--- src/rtl/lu_pipe_if.sv ---
// Operand/result handshake bundle for lu_pipe.
// The zero/parity flag signals exist only when LU_PIPE_FLAGS_EN is defined.
interface lu_pipe_if #(
  parameter int unsigned WIDTH = 4,
  parameter int unsigned CNT_W = 8
);
  logic             in_valid;
  logic             in_ready;
  logic [WIDTH-1:0] a;
  logic [WIDTH-1:0] b;
  logic [2:0]       op;
  logic             acc_mode;
  logic             acc_clear;
  logic             out_valid;
  logic             out_ready;
  logic [WIDTH-1:0] s;
  logic [CNT_W-1:0] count;
`ifdef LU_PIPE_FLAGS_EN
  logic             zero;
  logic             parity;
`endif

  // Operand source and result consumer side.
  modport master (
    output in_valid, a, b, op, acc_mode, acc_clear, out_ready,
`ifdef LU_PIPE_FLAGS_EN
    input  zero, parity,
`endif
    input  in_ready, out_valid, s, count
  );

  // Logic unit side.
  modport slave (
    input  in_valid, a, b, op, acc_mode, acc_clear, out_ready,
`ifdef LU_PIPE_FLAGS_EN
    output zero, parity,
`endif
    output in_ready, out_valid, s, count
  );
endinterface

--- src/rtl/lu_pipe.sv ---
// lu_pipe: pipelined 8-function bitwise logic unit with a one-deep output
// register, accumulator chaining and a wrap-around delivered-result counter.
// Optional feature macro: LU_PIPE_FLAGS_EN adds registered zero/parity flags.
module lu_pipe #(
  parameter int unsigned WIDTH = 4,
  parameter int unsigned CNT_W = 8
) (
  input logic         clk,
  input logic         reset,
  lu_pipe_if.slave    bus
);

  typedef enum logic {EMPTY = 1'b0, FULL = 1'b1} state_e;

  state_e           state_q, state_d;
  logic [WIDTH-1:0] s_q, s_d;
  logic [WIDTH-1:0] acc_q, acc_d;
  logic [CNT_W-1:0] count_q, count_d;
`ifdef LU_PIPE_FLAGS_EN
  logic             zero_q, zero_d;
  logic             parity_q, parity_d;
`endif

  logic             out_valid;
  logic             in_ready;
  logic             accept;
  logic             deliver;
  logic [WIDTH-1:0] acc_eff;
  logic [WIDTH-1:0] op_a;
  logic [WIDTH-1:0] result;

  // Handshake qualifiers; in_ready depends only on output state and out_ready.
  always_comb begin
    out_valid = (state_q == FULL);
    in_ready  = ~out_valid | bus.out_ready;
    accept    = bus.in_valid & in_ready;
    deliver   = out_valid & bus.out_ready;
  end

  // Operand select and bitwise function.
  always_comb begin
    acc_eff = bus.acc_clear ? '0 : acc_q;
    op_a    = bus.acc_mode ? acc_eff : bus.a;
    result  = op_a;
    case (bus.op)
      3'b000:  result = op_a | bus.b;
      3'b001:  result = ~(op_a | bus.b);
      3'b010:  result = op_a & bus.b;
      3'b011:  result = ~(op_a & bus.b);
      3'b100:  result = op_a ^ bus.b;
      3'b101:  result = ~(op_a ^ bus.b);
      3'b110:  result = ~op_a;
      default: result = op_a;
    endcase
  end

  // Next-state: output FSM, result/accumulator load and delivery counter.
  always_comb begin
    state_d  = state_q;
    s_d      = s_q;
    acc_d    = acc_q;
    count_d  = count_q;
`ifdef LU_PIPE_FLAGS_EN
    zero_d   = zero_q;
    parity_d = parity_q;
`endif
    case (state_q)
      EMPTY:   if (accept) state_d = FULL;
      FULL:    if (deliver && !accept) state_d = EMPTY;
      default: state_d = EMPTY;
    endcase
    if (accept) begin
      s_d   = result;
      acc_d = result;
`ifdef LU_PIPE_FLAGS_EN
      zero_d   = (result == '0);
      parity_d = ^result;
`endif
    end else if (bus.acc_clear && in_ready) begin
      acc_d = '0;
    end
    if (deliver) count_d = count_q + CNT_W'(1);
  end

  // State registers with synchronous reset.
  always_ff @(posedge clk) begin
    if (reset) begin
      state_q  <= EMPTY;
      s_q      <= '0;
      acc_q    <= '0;
      count_q  <= '0;
`ifdef LU_PIPE_FLAGS_EN
      zero_q   <= 1'b0;
      parity_q <= 1'b0;
`endif
    end else begin
      state_q  <= state_d;
      s_q      <= s_d;
      acc_q    <= acc_d;
      count_q  <= count_d;
`ifdef LU_PIPE_FLAGS_EN
      zero_q   <= zero_d;
      parity_q <= parity_d;
`endif
    end
  end

  assign bus.in_ready  = in_ready;
  assign bus.out_valid = out_valid;
  assign bus.s         = s_q;
  assign bus.count     = count_q;
`ifdef LU_PIPE_FLAGS_EN
  assign bus.zero      = zero_q;
  assign bus.parity    = parity_q;
`endif

endmodule

--- src/flat_wrapper.sv ---
// flat-port wrapper written by rule: the top's interface ports become plain ports
module lu_pipe_flat 
#(
  parameter int unsigned WIDTH = 4,
  parameter int unsigned CNT_W = 8
)
  (clk, reset, bus_in_valid, bus_a, bus_b, bus_op, bus_acc_mode, bus_acc_clear, bus_out_ready, bus_in_ready, bus_out_valid, bus_s, bus_count);
  lu_pipe_if #(.WIDTH(WIDTH), .CNT_W(CNT_W)) bus_i ();
  input logic clk;
  input logic reset;
  input wire logic [$bits(bus_i.in_valid)-1:0] bus_in_valid;
  input wire logic [$bits(bus_i.a)-1:0] bus_a;
  input wire logic [$bits(bus_i.b)-1:0] bus_b;
  input wire logic [$bits(bus_i.op)-1:0] bus_op;
  input wire logic [$bits(bus_i.acc_mode)-1:0] bus_acc_mode;
  input wire logic [$bits(bus_i.acc_clear)-1:0] bus_acc_clear;
  input wire logic [$bits(bus_i.out_ready)-1:0] bus_out_ready;
  output wire logic [$bits(bus_i.in_ready)-1:0] bus_in_ready;
  output wire logic [$bits(bus_i.out_valid)-1:0] bus_out_valid;
  output wire logic [$bits(bus_i.s)-1:0] bus_s;
  output wire logic [$bits(bus_i.count)-1:0] bus_count;
  assign bus_i.in_valid = bus_in_valid;
  assign bus_i.a = bus_a;
  assign bus_i.b = bus_b;
  assign bus_i.op = bus_op;
  assign bus_i.acc_mode = bus_acc_mode;
  assign bus_i.acc_clear = bus_acc_clear;
  assign bus_i.out_ready = bus_out_ready;
  assign bus_in_ready = bus_i.in_ready;
  assign bus_out_valid = bus_i.out_valid;
  assign bus_s = bus_i.s;
  assign bus_count = bus_i.count;
  lu_pipe #(.WIDTH(WIDTH), .CNT_W(CNT_W)) u_core (.clk(clk), .reset(reset), .bus(bus_i));
endmodule
--- config.mk ---
export PLATFORM = sky130hd
export DESIGN_NAME = lu_pipe_flat
export DESIGN_NICKNAME = d
export VERILOG_FILES = /design/src/rtl/lu_pipe_if.sv /design/src/rtl/lu_pipe.sv /design/src/flat_wrapper.sv
export SDC_FILE = /design/constraint.sdc
export NUM_CORES = 1
export LEC_CHECK = 0
export BUFFER_PORTS_ARGS = -buffer_cell sky130_fd_sc_hd__buf_4
export CAP_MARGIN = 10
export CORE_AREA = 5 5 64 72
export DETAILED_ROUTE_END_ITERATION = 10
export DIE_AREA = 0 0 69 77
export GPL_TIMING_DRIVEN = 0
export PLACE_DENSITY = 0.57
export SKIP_LAST_GASP = 1
export SYNTH_ARGS = -nofsm -noshare
export SYNTH_HDL_FRONTEND = slang
export SYNTH_SLANG_ARGS = --single-unit
--- constraint.sdc ---
create_clock -name clk -period 3.15 [get_ports clk]
set_input_delay 0.63 -clock clk [delete_from_list [all_inputs] [get_ports clk]]
set_output_delay 0.63 -clock clk [all_outputs]
set_load 0.05 [all_outputs]
# Yosys cells after proc, flatten, opt, wreduce, memory -nomap -nowiden
# Cells that the tools add are included.
# totals
reg_bits	17
input_bits	17
out_inout_bits	14
elab_cells	35
# op_classes
n_addsub	1
n_eq_ne	6
muxes	8
n_bitwise	11
reduce_logical	5
# op_table
op	n
one-hot mux 4 bit (7 select lines)	1
two-way mux 4 bit	4
inverter 4 bit	4
== test 3 bit (second input constant)	3
adder 8 x 1 -> 8 bit (second input constant)	1
== test 3 x 2 -> 1 bit (second input constant)	2
bitwise AND 4 bit	1
OR 4 bit	1
bitwise XOR 4 bit	1
== test 3 x 1 -> 1 bit (second input constant)	1
zero test 3 bit	1
bitwise AND 1 bit	2
logical AND 1 bit	2
two-way mux 1 bit	2
one-hot mux 1 bit (2 select lines)	1
nonzero test 2 bit	1
zero test 1 bit	1
inverter 1 bit	1
OR 1 bit	1

# Longest topological paths before layout
# Gate-level depths: netlist of the first run.
# depth
depth_word	7
depth_mapped	8
ltp_nobuf	8

# Worst setup path after synthesis of the first run
# Ideal clock, no wire load.
# synth_path
kind	in2reg
start	input port bus_acc_clear
end	register u_core.s_q[0], in the netlist u_core.bus.s[0]
setup_ps	58
arrival_time_ps	2045
required_ps	3092
setup_slack_ps	1047
cell_stages	8
n_path_buf	0
path_cell_list	and3b_1 or2_4 ha_1 nor2_1 o311ai_0 o221ai_1 a31oi_1 a21o_1
# synth_via
elab_chain_cells	5
elab_cells_between_ends	10
cone_classes	mux: 3; bitwise: 7
# synth_rtl
item	line	source
start, declared	flat_wrapper.sv:16	input wire logic [$bits(bus_i.acc_clear)-1:0] bus_acc_clear;
two-way mux 4 bit (*)	lu_pipe.sv:42	acc_eff = bus.acc_clear ? '0 : acc_q;
two-way mux 4 bit (*)	lu_pipe.sv:43	op_a = bus.acc_mode ? acc_eff : bus.a;
bitwise XOR 4 bit, or another cell as far along	lu_pipe.sv:50, lu_pipe.sv:51	
inverter 4 bit (on tied branches)	lu_pipe.sv:51, lu_pipe.sv:47, lu_pipe.sv:49	
one-hot mux 4 bit (7 select lines) (*)	lu_pipe.sv:45	case (bus.op)
end signal, assigned	lu_pipe.sv:89	s_q <= '0;
end signal, assigned	lu_pipe.sv:98	s_q <= s_d;
end, declared	lu_pipe.sv:16	logic [WIDTH-1:0] s_q, s_d;
# Every way passes the cells marked *; elsewhere a longest branch is shown, timed or not.
# A chain may end at the register's enable or synchronous reset.

# Worst setup path in the final report of the first run
# layout_path
start	input port bus_acc_mode
end	register u_core.s_q[1], in the netlist u_core.bus.s[1]
# layout_via
elab_chain_cells	4
elab_cells_between_ends	9
cone_classes	mux: 2; bitwise: 7
# layout_rtl
item	line	source
start, declared	flat_wrapper.sv:15	input wire logic [$bits(bus_i.acc_mode)-1:0] bus_acc_mode;
two-way mux 4 bit (*)	lu_pipe.sv:43	
bitwise XOR 4 bit, or another cell as far along	lu_pipe.sv:50, lu_pipe.sv:51	
inverter 4 bit (on tied branches)	lu_pipe.sv:51, lu_pipe.sv:47, lu_pipe.sv:49	
one-hot mux 4 bit (7 select lines) (*)	lu_pipe.sv:45	
# Marked as above.

==> metrics.txt, run 1 <==
outcome completed; Clock Tree Buf Depth 2; Post-Syn Nets around 160; largest net degree at the start of global routing 11; Worst Max-Slew Pin Slew between 0.5 and 0.6 ns; most used flip-flop cell after synthesis dfxtp_1; Max VDD drop approximately 0.25 mV; Area growth, synth to finish 30.6%; Hold-fix buffers, CTS 0; worst path arrival time 2.44 ns; synthesized flop and latch total 17; Startpoint Class input port; Worst Skew between 0.002 and 0.0025 ns; pre-CTS setup slack 0.648 ns; GRT Residual Overflow 0; CP max-delay cell o311ai_0; sequential-to-total area share from yosys stat between 30% and 40%; I/O pins 31; GPL Wtd Cong roughly 0.84; Max Slew Vio Count 0; Syn Area/Cell between 7 and 8 um2; post-CTS sizing 0; Initial Utilization roughly 29%; Setup Viol. Count Final 0; CP peak stage delay roughly 0.32 ns; Cell Area, Synth 1100 um2; DR vias/cell 4.93; share of the clock period used by the worst path 71.4%; CTS Buf Count 3; area leader, netlist dfxtp_1; Die X-Extent between 60 and 70 um; fin cells roughly 230; die area ~5300 um2; Routed WL around 2900 um; clock power share 29.6%; Power Density between 300 and 400 nW/um2; critical path data required time between 3 and 4 ns; hpwl dp approximately 2300 um; Power Total 0.522 mW; Switch Pwr approximately 0.15 mW; routed length per placed instance ~13 um; Pint 0.372 mW; CTS tree yes; Via Count around 1100; Hold WC Path Type flip-flop to flip-flop; worst path cell trace buf_4, and3b_1, or2_4, ha_1, nor2_1, o311ai_0, o221ai_1, a31oi_1, a21o_1; number of global-route vias before repair between 1000 and 1500; cells after synthesis between 100 and 150; global-route wire length before repair roughly 5000 um; n_diodes 0; layout cells sized above 1 between 20% and 30%; antenna viol nets, final 0; Std-Cell Core Area between 3000 and 4000 um2; Crit Path Category input port to flip-flop; number of filler cells placed in the layout around 440; initial antenna violation count 0; Cell Count Post-Placement between 200 and 250; drt drc 0; Nets ~200; Placement Rows 24; Logic pwr share a little over a quarter; max-cap viol count 0; Static Leak ~0.66 nW; Final Hold Fails 0; Initial DRC Count 94; Seq pwr share between 40 and 50%; CTS sink count 17; switching share of power around 29%; post-CTS setup buffer count 0; library cells used by synthesis 31; clk_lat worst skew 0.24 ns; I/O Buffers 30; Total Neg Setup Slack 0 ns; final worst setup slack around 0.90 ns; Hold WS between 0.4 and 0.5 ns; R2R cell count 8; Overall Global Routing Usage approximately 11%; R2R setup slack between 1 and 1.5 ns; Worst Setup EP u_core.bus.s[1]; CTS root buffer clkbuf_8; Die Span Y 77 um; H-tree depth 1; RSZ-0062 raised after global routing no; Reg clk slew, reported paths roughly 0.06 ns; R2R Path Start u_core.acc_q[1]; crit end category flip-flop; slew margin rel. 64.7%; top post-synthesis cells by area dfxtp_1, nor2_1, ha_1; Post-synth EDFFs 0; Async SR Flop Fraction 0%; share of the synthesized area in the top cell type around 31%; fmax 444 MHz; Crit Path Max Fanout 9; minimum clock period approximately 2.2 ns; R2R Path End u_core.bus.s[1]; worst setup path start bus_acc_mode; First-pass DRT Iterations 4; Ys Warns 0
==> layer usage <==
layer	vias to the layer above	part of all wire, %	wire (um)	GRT usage [%]
li1	562	-	-	-
met1	503	45	1290	14.0
met2	42	48	1360	19.0
met3	3	6.9	199	2.48
met4	0	0.70	20	4.10
met5	-	0	0	0
==> power by group through the flow <==
| stage | combinational [mW] | clock (mW) | sequential [mW] |
|---|---|---|---|
| 5_1_grt | 0.151 | 0.178 | 0.233 |
| 6_report | 0.136 | 0.155 | 0.232 |
| 3_5_place_dp | 0.136 | 0 | 0.236 |
| 2_1_floorplan | 0.0657 | 0 | 0.258 |
| 4_1_cts | 0.137 | 0.163 | 0.232 |
| 3_3_place_gp | 0.133 | 0 | 0.236 |
==> worst min path at each step <==
stage	depth (start not counted)	slack, ns	start	end
2_1_floorplan	1	0.42	u_core.acc_q[0]	u_core.acc_q[0]
3_3_place_gp	1	0.43	u_core.acc_q[3]	u_core.acc_q[3]
3_5_place_dp	2	0.43	u_core.acc_q[2]	u_core.acc_q[2]
4_1_cts	2	0.44	u_core.acc_q[2]	u_core.acc_q[2]
5_1_grt	1	0.46	u_core.acc_q[0]	u_core.acc_q[0]
6_report	2	0.44	u_core.acc_q[2]	u_core.acc_q[2]
==> synth_stat cells, types with 4 or more instances <==
| cell | n |
|---|---|
| nand2b_1 | 8 |
| a31oi_1 | 5 |
| nor2b_1 | 4 |
| nor2_1 | 23 |
| nand2_1 | 9 |
| o221ai_1 | 4 |
| o21ai_0 | 8 |
| nand3_1 | 4 |
| dfxtp_1 | 17 |
| and3b_1 | 5 |
| xor2_1 | 5 |
| inv_1 | 5 |
| a21o_1 | 6 |
| ha_1 | 5 |
==> metrics by stage <==
step           utilization (%)  instance area, um2
2_1_floorplan                -                1100
3_3_place_gp              36.1                1390
3_5_place_dp              36.1                1390
4_1_cts                   37.2                1430
5_1_grt                   37.2                1430
6_report                  37.2                1430
==> final cells by class <==
| class | count | area (um2) | share of cell area [%] |
|---|---|---|---|
| Timing Repair Buffer | 30 | 225 | 15.7 |
| Buffer | 5 | 21.3 | 1.49 |
| Inverter | 5 | 18.8 | 1.31 |
| Multi-Input combinational cell | 112 | 716 | 50.0 |
| Tap cell | 52 | 65.1 | 4.55 |
| Sequential cell | 17 | 340 | 23.8 |
| Clock buffer | 4 | 45.0 | 3.15 |
==> registers in the layout, summed over array words and instances (netlist names) <==
name and cells:
u_core.bus.out_valid 1, u_core.bus.count 8, u_core.acc_q 4, u_core.bus.s 4
==> layout by cell type (no fill, tap or decap), types with 2 or more instances in the layout <==
master / n
and3b_1: 5
o311ai_0: 3
a21oi_1: 2
dfxtp_1: 17
xor2_1: 5
clkbuf_8: 3
or3_1: 3
ha_1: 5
nor2b_1: 4
nand3_1: 4
inv_1: 5
or2_4: 3
xnor2_1: 2
clkbuf_1: 4
a21o_1: 6
nand2b_1: 8
buf_2: 2
nor2_1: 23
nand4_1: 2
nand2_1: 9
buf_4: 30
a31oi_1: 5
o21ai_0: 8
o221ai_1: 4
a21bo_2: 3
==> logic make-up (layout without fill, tap and decap cells) <==
kind of cell | count (synthesis) | in the layout | synth area share [%]
flops | 17 | 17 | 31.1
buf+inv | 10 | 44 | 3.65
compound gates | 34 | 34 | 22.1
fa+ha+maj | 5 | 5 | 5.71
xor+xnor | 7 | 7 | 5.59
simple gates | 66 | 66 | 31.8
==> worst max-delay path: cells and delay by family <==
| kind | cells | cell delay (ns) |
|---|---|---|
| fa+ha+maj | 1 | 0.30 |
| compound gates | 4 | 0.90 |
| buf+inv | 1 | 0.14 |
| simple gates | 3 | 0.47 |
Power figures use the tool's default switching activity.
==> inputs of run 2 (changes only) <==
- ABC_AREA: default -> 1
- CORE_AREA: 5 5 64 72 -> 5 5 68 76
- DIE_AREA: 0 0 69 77 -> 0 0 73 81
- PLACE_DENSITY: 0.57 -> 0.58
- clock period: 3.15 -> 2.04 ns (I/O delays scaled with it)
==> run 2 against run 1 <==
  * Die area up 11%
  * Design area increased by 9.0%
  * Synthesized cell count is 39% higher
  * Clock power increased by 63%
  * Combinational power increased by 68%
  * Setup slack worse by 0.38 ns
  * Register-to-register slack got worse by 0.55 ns
  * Core utilization decreased by 0.56 points
  * First-iteration DRC count decreased by 18%
  * Hold slack worse by 0.087 ns
  * Non-clock buffer count fell by 3
  * Via count grew 12%
  * Highest routed layer unchanged
==> metrics.txt, run 2 <==
multi-input logic area 744 um2 (+4.0%); CP top delay family simple AND/OR/NAND/NOR gates; Hold WC Path Type input port to flip-flop; fmax approximately 660 MHz; share of the clock period used by the worst path between 70 and 80%; area leader, netlist dfxtp_1; Worst Max-Slew Pin Slew 0.437 ns (-0.0911 ns); largest net degree at the start of global routing 11 (unchanged); storage element area 340 um2 (unchanged); Die X-Extent 73 um (+5.8%); CTS tree yes; clk_lat worst skew 0.25 ns (about the same); DR vias/cell 4.45 (-9.7%); R2R setup slack 0.57 ns (-0.55 ns); share of the synthesized area in the top cell type 27.3% (-3.7 points); CP peak stage delay 0.24 ns (-0.08 ns); worst path arrival time 1.66 ns (-0.78 ns); library cells used by synthesis 24 (-23%); H-tree depth 1 (unchanged); outcome completed; sequential-to-total area share from yosys stat 27.3% (-3.7 points); Static Leak 0.766 nW (+15%); Via Count 1238 (+12%); initial antenna violation count 0 (unchanged); buffers and inverters on the worst path 2 (+1); Overall Global Routing Usage 10.4% (-0.89 points); I/O pins 31 (unchanged); Post-Syn Nets 215 (+34%); Final Hold Fails 0 (unchanged); commonest non-fill, non-tap cell in the layout nand2_1; GRT Residual Overflow 0 (unchanged); Nets 247 (+26%); Setup Viol. Count Final 0 (unchanged); Power Density 537 nW/um2 (+47%); hpwl dp 2390 um (+2.0%); slew margin rel. 70.6% (+5.8 points); CTS Buf Count 3 (unchanged); number of filler cells placed in the layout 484 (+11%); layout cells sized above 1 23.2% (-0.49 points); hold path startpoint reset; number of global-route vias before repair 1116 (-2.9%); global-route wire length before repair 4910 um (-4.8%); CP max-delay cell ha_1; die area 5910 um2 (+11%); First-pass DRT Iterations 4 (unchanged); most common cell in the netlist nand2_1; most used flip-flop cell after synthesis dfxtp_1; cells after synthesis 193 (+39%); hold depth 2 (unchanged); number of flip-flops in the largest register 8 (unchanged); max-cap viol count 0 (unchanged); Std-Cell Core Area 4250 um2 (+11%); antenna viol nets, final 0 (unchanged); Hold Path End u_core.bus.count[1]; Initial DRC Count 77 (-18%); Post-synth EDFFs 0 (unchanged); R2R cell count 9 (+1); Cell Area, Synth 1240 um2 (+14%); most frequent cells in the layout nand2_1, buf_4, inv_1; Max VDD drop 0.355 mV (+45%); final core utilization 36.7% (-0.56 points); minimum clock period roughly 1.5 ns; Ys Warns 0 (unchanged); CP dominant cell by count nand3_1; Hold-fix buffers, CTS 0 (unchanged); Max Slew Vio Count 0 (unchanged); Clock Tree Buf Depth 2 (unchanged); Initial Utilization 29.3% (+0.75 points); Worst Skew 0.00371 ns (+0.00157 ns); routed length per placed instance 10.8 um (-15%); Power Total 0.838 mW (+60%); CTS root buffer clkbuf_8; Cell Count Post-Placement 274 (+24%); Die Span Y 81 um (+5.2%); Reg clk slew, reported paths 0.06 ns (about the same); Placement Rows 25 (+4.2%); Async SR Flop Fraction 0% (unchanged); CTS sink count 17 (unchanged); synthesized flop and latch total 17 (unchanged); I/O Buffers 27 (-10%); post-CTS setup buffer count 0 (unchanged); post-CTS sizing 0 (unchanged); Crit Path Category input port to flip-flop; crit end category flip-flop; Routed WL 3000 um (+4.5%); R2R Path End u_core.acc_q[2]; Synth top cells by count nand2_1, inv_1, nor2_1, dfxtp_1, nand3_1; fin cells 278 (+24%); n_diodes 0 (unchanged); Syn Area/Cell 6.45 um2 (-18%); GPL Wtd Cong 0.776 (-7.7%); drt drc 0 (unchanged); top post-synthesis cells by area dfxtp_1, nand2_1, inv_1; R2R Path Start u_core.acc_q[2]; Crit Path Max Fanout 4 (-5); Hold WS 0.353 ns (-0.0872 ns); critical path data required time 2.19 ns (-1.15 ns); worst path cell trace buf_4, inv_1, nand3_1, nand2_4, ha_1, nand3_1, nand2_1, nor2_1, nand3_1, nand2_1, a21oi_1; Area growth, synth to finish 25.3%; Total Neg Setup Slack 0 ns (unchanged); RSZ-0062 raised after global routing no; Startpoint Class input port
## run 2: cell count changes after synthesis, sizes merged, moves of 5 or more
cell | previous run | this run
nand3 | 4 | 21
nand2 | 9 | 54
a21o | 6 | 1
and3b | 5 | 0
xor2 | 5 | 0
a21oi | 2 | 13
nand4 | 2 | 10
inv | 5 | 28
nand2b | 8 | 0
a31oi | 5 | 0
## run 2: report_power, final
group	leakage [nW]	switching (mW)	internal, mW
Sequential	0.139	0.00940	0.348
Combinational	0.604	0.144	0.0849
Clock	0.0228	0.113	0.139
Total	0.766	0.266	0.572
## run 2: cell type report
type                            instances  share of cell area [%]
Buffer                                  5                    3.21
Tap cell                               54                    4.33
Sequential cell                        17                    21.8
Inverter                               29                    7.06
Multi-Input combinational cell        142                    47.7
Timing Repair Buffer                   27                    13.0
Clock buffer                            4                    2.89
## run 2: per-layer routing
layer / routed length [um] / part of all wire [%] / GRT usage [%]
met1: 1530 / 51 / 14.4
met2: 1290 / 43 / 16.1
met3: 139 / 4.6 / 1.49
met4: 47 / 1.6 / 3.87
met5: 0 / 0 / 0
## run 2: how the worst max path moves through the flow
| stage | depth (start not counted) | startpoint | endpoint | slack (ns) |
|---|---|---|---|---|
| 3_3_place_gp | 11 | bus_acc_clear | u_core.bus.s[2] | 0.25 |
| 6_report | 11 | bus_acc_clear | u_core.acc_q[2] | 0.52 |
| 5_1_grt | 12 | bus_acc_clear | u_core.acc_q[2] | 0.29 |
| 4_1_cts | 11 | bus_acc_clear | u_core.acc_q[2] | 0.52 |
| 3_5_place_dp | 11 | bus_acc_clear | u_core.bus.s[2] | 0.25 |
| 2_1_floorplan | 7 | u_core.bus.out_valid | u_core.bus.s[1] | 0.24 |
## run 2: cell families (layout without fill, tap and decap cells)
group | after synthesis | in the layout | synth area share [%]
AOI/OAI and AO/OA | 22 | 22 | 9.04
xor gates and xnor gates | 1 | 1 | 0.704
adders and majority gates | 5 | 5 | 5.03
buffers and inverters | 34 | 65 | 12.9
DFF | 17 | 17 | 27.3
and+or+nand+nor | 114 | 114 | 45.0
## run 2: metrics by stage
| stage | worst slack (ns) | instance area (um2) |
|---|---|---|
| final | 0.521 | 1560 |
| after global routing | 0.287 | 1560 |
| after CTS | 0.520 | 1560 |
| after detailed placement | 0.252 | 1520 |
| after global placement | 0.253 | 1520 |
| after floorplan | 0.238 | 1240 |
==> inputs of run 3 (changes only) <==
- clock period: 2.04 -> 1.39 ns (I/O delays scaled with it)
==> run 3 against run 2 <==
  * Clock-buffer cell count stayed put
  * Setup slack worse by 0.49 ns
  * Sequential share of layout area fell by 2.1 points
  * Critical path type unchanged
  * Largest power group unchanged
==> metrics.txt, run 3 (synthesis gave the netlist of run 2 again) <==
Std-Cell Core Area 4250 um2 (unchanged); design area 1780 um2 (+14%); routed wl met3 167 um (+20%); initial antenna violation count 0 (unchanged); number of global-route vias before repair 1132 (+1.4%); Cell Area, Placed 1520 um2 (+0.50%); minimum clock period ~1.4 ns; Crit Path Category input port to flip-flop; number of filler cells placed in the layout 468 (-3.3%); Max Slew Vio Count 0 (unchanged); Startpoint Class input port; Power Density 733 nW/um2 (+37%); hpwl dp 2410 um (+0.72%); Final Hold Fails 0 (unchanged); Hold-fix buffers, CTS 0 (unchanged); Setup Viol. Count Final 0 (unchanged); fmax around 730 MHz; Die X-Extent 73 um (unchanged); Die Span Y 81 um (unchanged); crit end category flip-flop; WL met2 1490 um (+15%); Worst Max-Slew Pin Slew 0.458 ns (+0.0217 ns); Routed WL 3240 um (+8.0%); Reg clk slew, reported paths 0.06 ns (about the same); Placement Rows 25 (unchanged); Clock Tree Buf Depth 2 (unchanged); R2R Path Start u_core.acc_q[2]; most frequent cells in the layout nand2_1, buf_4, inv_1; slew margin rel. 69.1% (-1.5 points); Area growth, synth to finish 42.7%; max-cap viol count 0 (unchanged); DR vias/cell 4.59 (+3.1%); CTS root buffer clkbuf_8; n_diodes 0 (unchanged); RSZ-0062 raised after global routing yes; Static Leak 0.805 nW (+5.1%); global-route wire length before repair 4970 um (+1.3%); Overall Global Routing Usage 10.5% (+0.091 points); hold depth 2 (unchanged); max layer used met4; antenna viol nets, final 0 (unchanged); R2R setup slack 0.03 ns (-0.54 ns); Initial Utilization 29.3% (unchanged); CTS sink count 17 (unchanged); critical path data required time 1.53 ns (-0.66 ns); Nets 254 (+2.8%); Crit Path Max Fanout 4 (unchanged); I/O Buffers 27 (unchanged); Max VDD drop 0.525 mV (+48%); hold path startpoint reset; Hold Path End u_core.bus.s[0]; routed length per placed instance 11.4 um (+5.3%); R2R Path End u_core.acc_q[2]; Met1 Wirelength 1540 um (+0.98%); commonest non-fill, non-tap cell in the layout nand2_1; First-pass DRT Iterations 4 (unchanged); Worst Skew 0.00378 ns (+0.0000724 ns); number of flip-flops in the largest register 8 (unchanged); Via Count 1308 (+5.7%); Hold WS 0.215 ns (-0.138 ns); die area 5910 um2 (unchanged); outcome completed; CTS Buf Count 3 (unchanged); GRT Residual Overflow 0 (unchanged); Initial DRC Count 30 (-61%); layout cells sized above 1 39.0% (+16 points); drt drc 0 (unchanged); Hold WC Path Type input port to flip-flop; H-tree depth 1 (unchanged); worst path arrival time 1.50 ns (-0.16 ns); largest net degree at the start of global routing 11 (unchanged); share of the clock period used by the worst path about 98%; Cell Count Post-Placement 274 (unchanged); R2R cell count 10 (+1); GPL Wtd Cong 0.823 (+6.1%); fin cells 285 (+2.5%); I/O pins 31 (unchanged); clk_lat worst skew 0.25 ns (about the same); Total Neg Setup Slack 0 ns (unchanged); CTS tree yes
-- run 3: cell types whose count changed in the layout (fill, tap and decap cells not counted), moves of 4 or more --
cell	change
buf_4	+6
dfxtp_1	-8
dfxtp_2	+8
ha_1	-4
ha_4	+4
nand2_1	-7
nand2_2	+4
nand3_1	-4
-- run 3: stage by stage --
step | setup WS [ns] | util, % | power (mW)
CTS | -0.00192 | 37.9 | 1.25
detailed placement | -0.269 | 35.8 | 0.875
floorplan | 0.00942 | - | 0.772
global route | -0.101 | 41.8 | 1.38
finish | 0.0283 | 41.8 | 1.30
global placement | -0.262 | 35.8 | 0.874
-- run 3: how the worst max path moves through the flow --
stage,start,endpoint,slack (ns),depth (start not counted)
after CTS,u_core.acc_q[0],u_core.acc_q[0],-0.002,10
after global placement,bus_acc_clear,u_core.bus.s[2],-0.26,11
after floorplan,u_core.bus.out_valid,u_core.bus.s[1],0.009,7
final,bus_acc_clear,u_core.acc_q[0],0.03,12
after detailed placement,bus_acc_clear,u_core.bus.s[2],-0.27,11
after global routing,u_core.acc_q[2],u_core.acc_q[2],-0.10,10
-- run 3: what timing repair did --
item,in CTS,in global routing
endpoints found under the setup margin,8,8
resized for setup,9,25
endpoints found under the hold margin,0,0
pin swaps,2,18
setup buffers,2,5
-- run 3: power by group --
group	total, mW	internal, mW	switching (mW)
Sequential	0.532	0.514	0.0178
Combinational	0.406	0.161	0.245
Clock	0.365	0.203	0.162
Total	1.30	0.878	0.425
-- run 3: critical path, stage by stage --
cell	delay, ns
buf_8	0.08
clkinvlp_4	0.16
nand3_4	0.14
nand2_4	0.06
ha_4	0.26
inv_2	0.03
nand4_1	0.07
nand2_1	0.05
nor2_1	0.10
nand3_1	0.10
nand2_2	0.11
a21oi_2	0.06
-- run 3: area by class of cell --
cell class / count / area (um2) / area share (%)
plain buffers: 5 / 50.0 / 2.82
clock buffers: 4 / 45.0 / 2.54
inverters: 29 / 114 / 6.41
multi-input cells: 142 / 887 / 49.9
flip-flops and latches: 17 / 350 / 19.7
well taps: 54 / 67.6 / 3.80
repair buffers: 34 / 263 / 14.8
-- run 3: per-layer routing --
layer  GRT usage (%)  up-vias
met5               0        -
met4            4.43        0
met3            2.72        4
met2            15.9       28
met1            13.9      575
li1                -      701
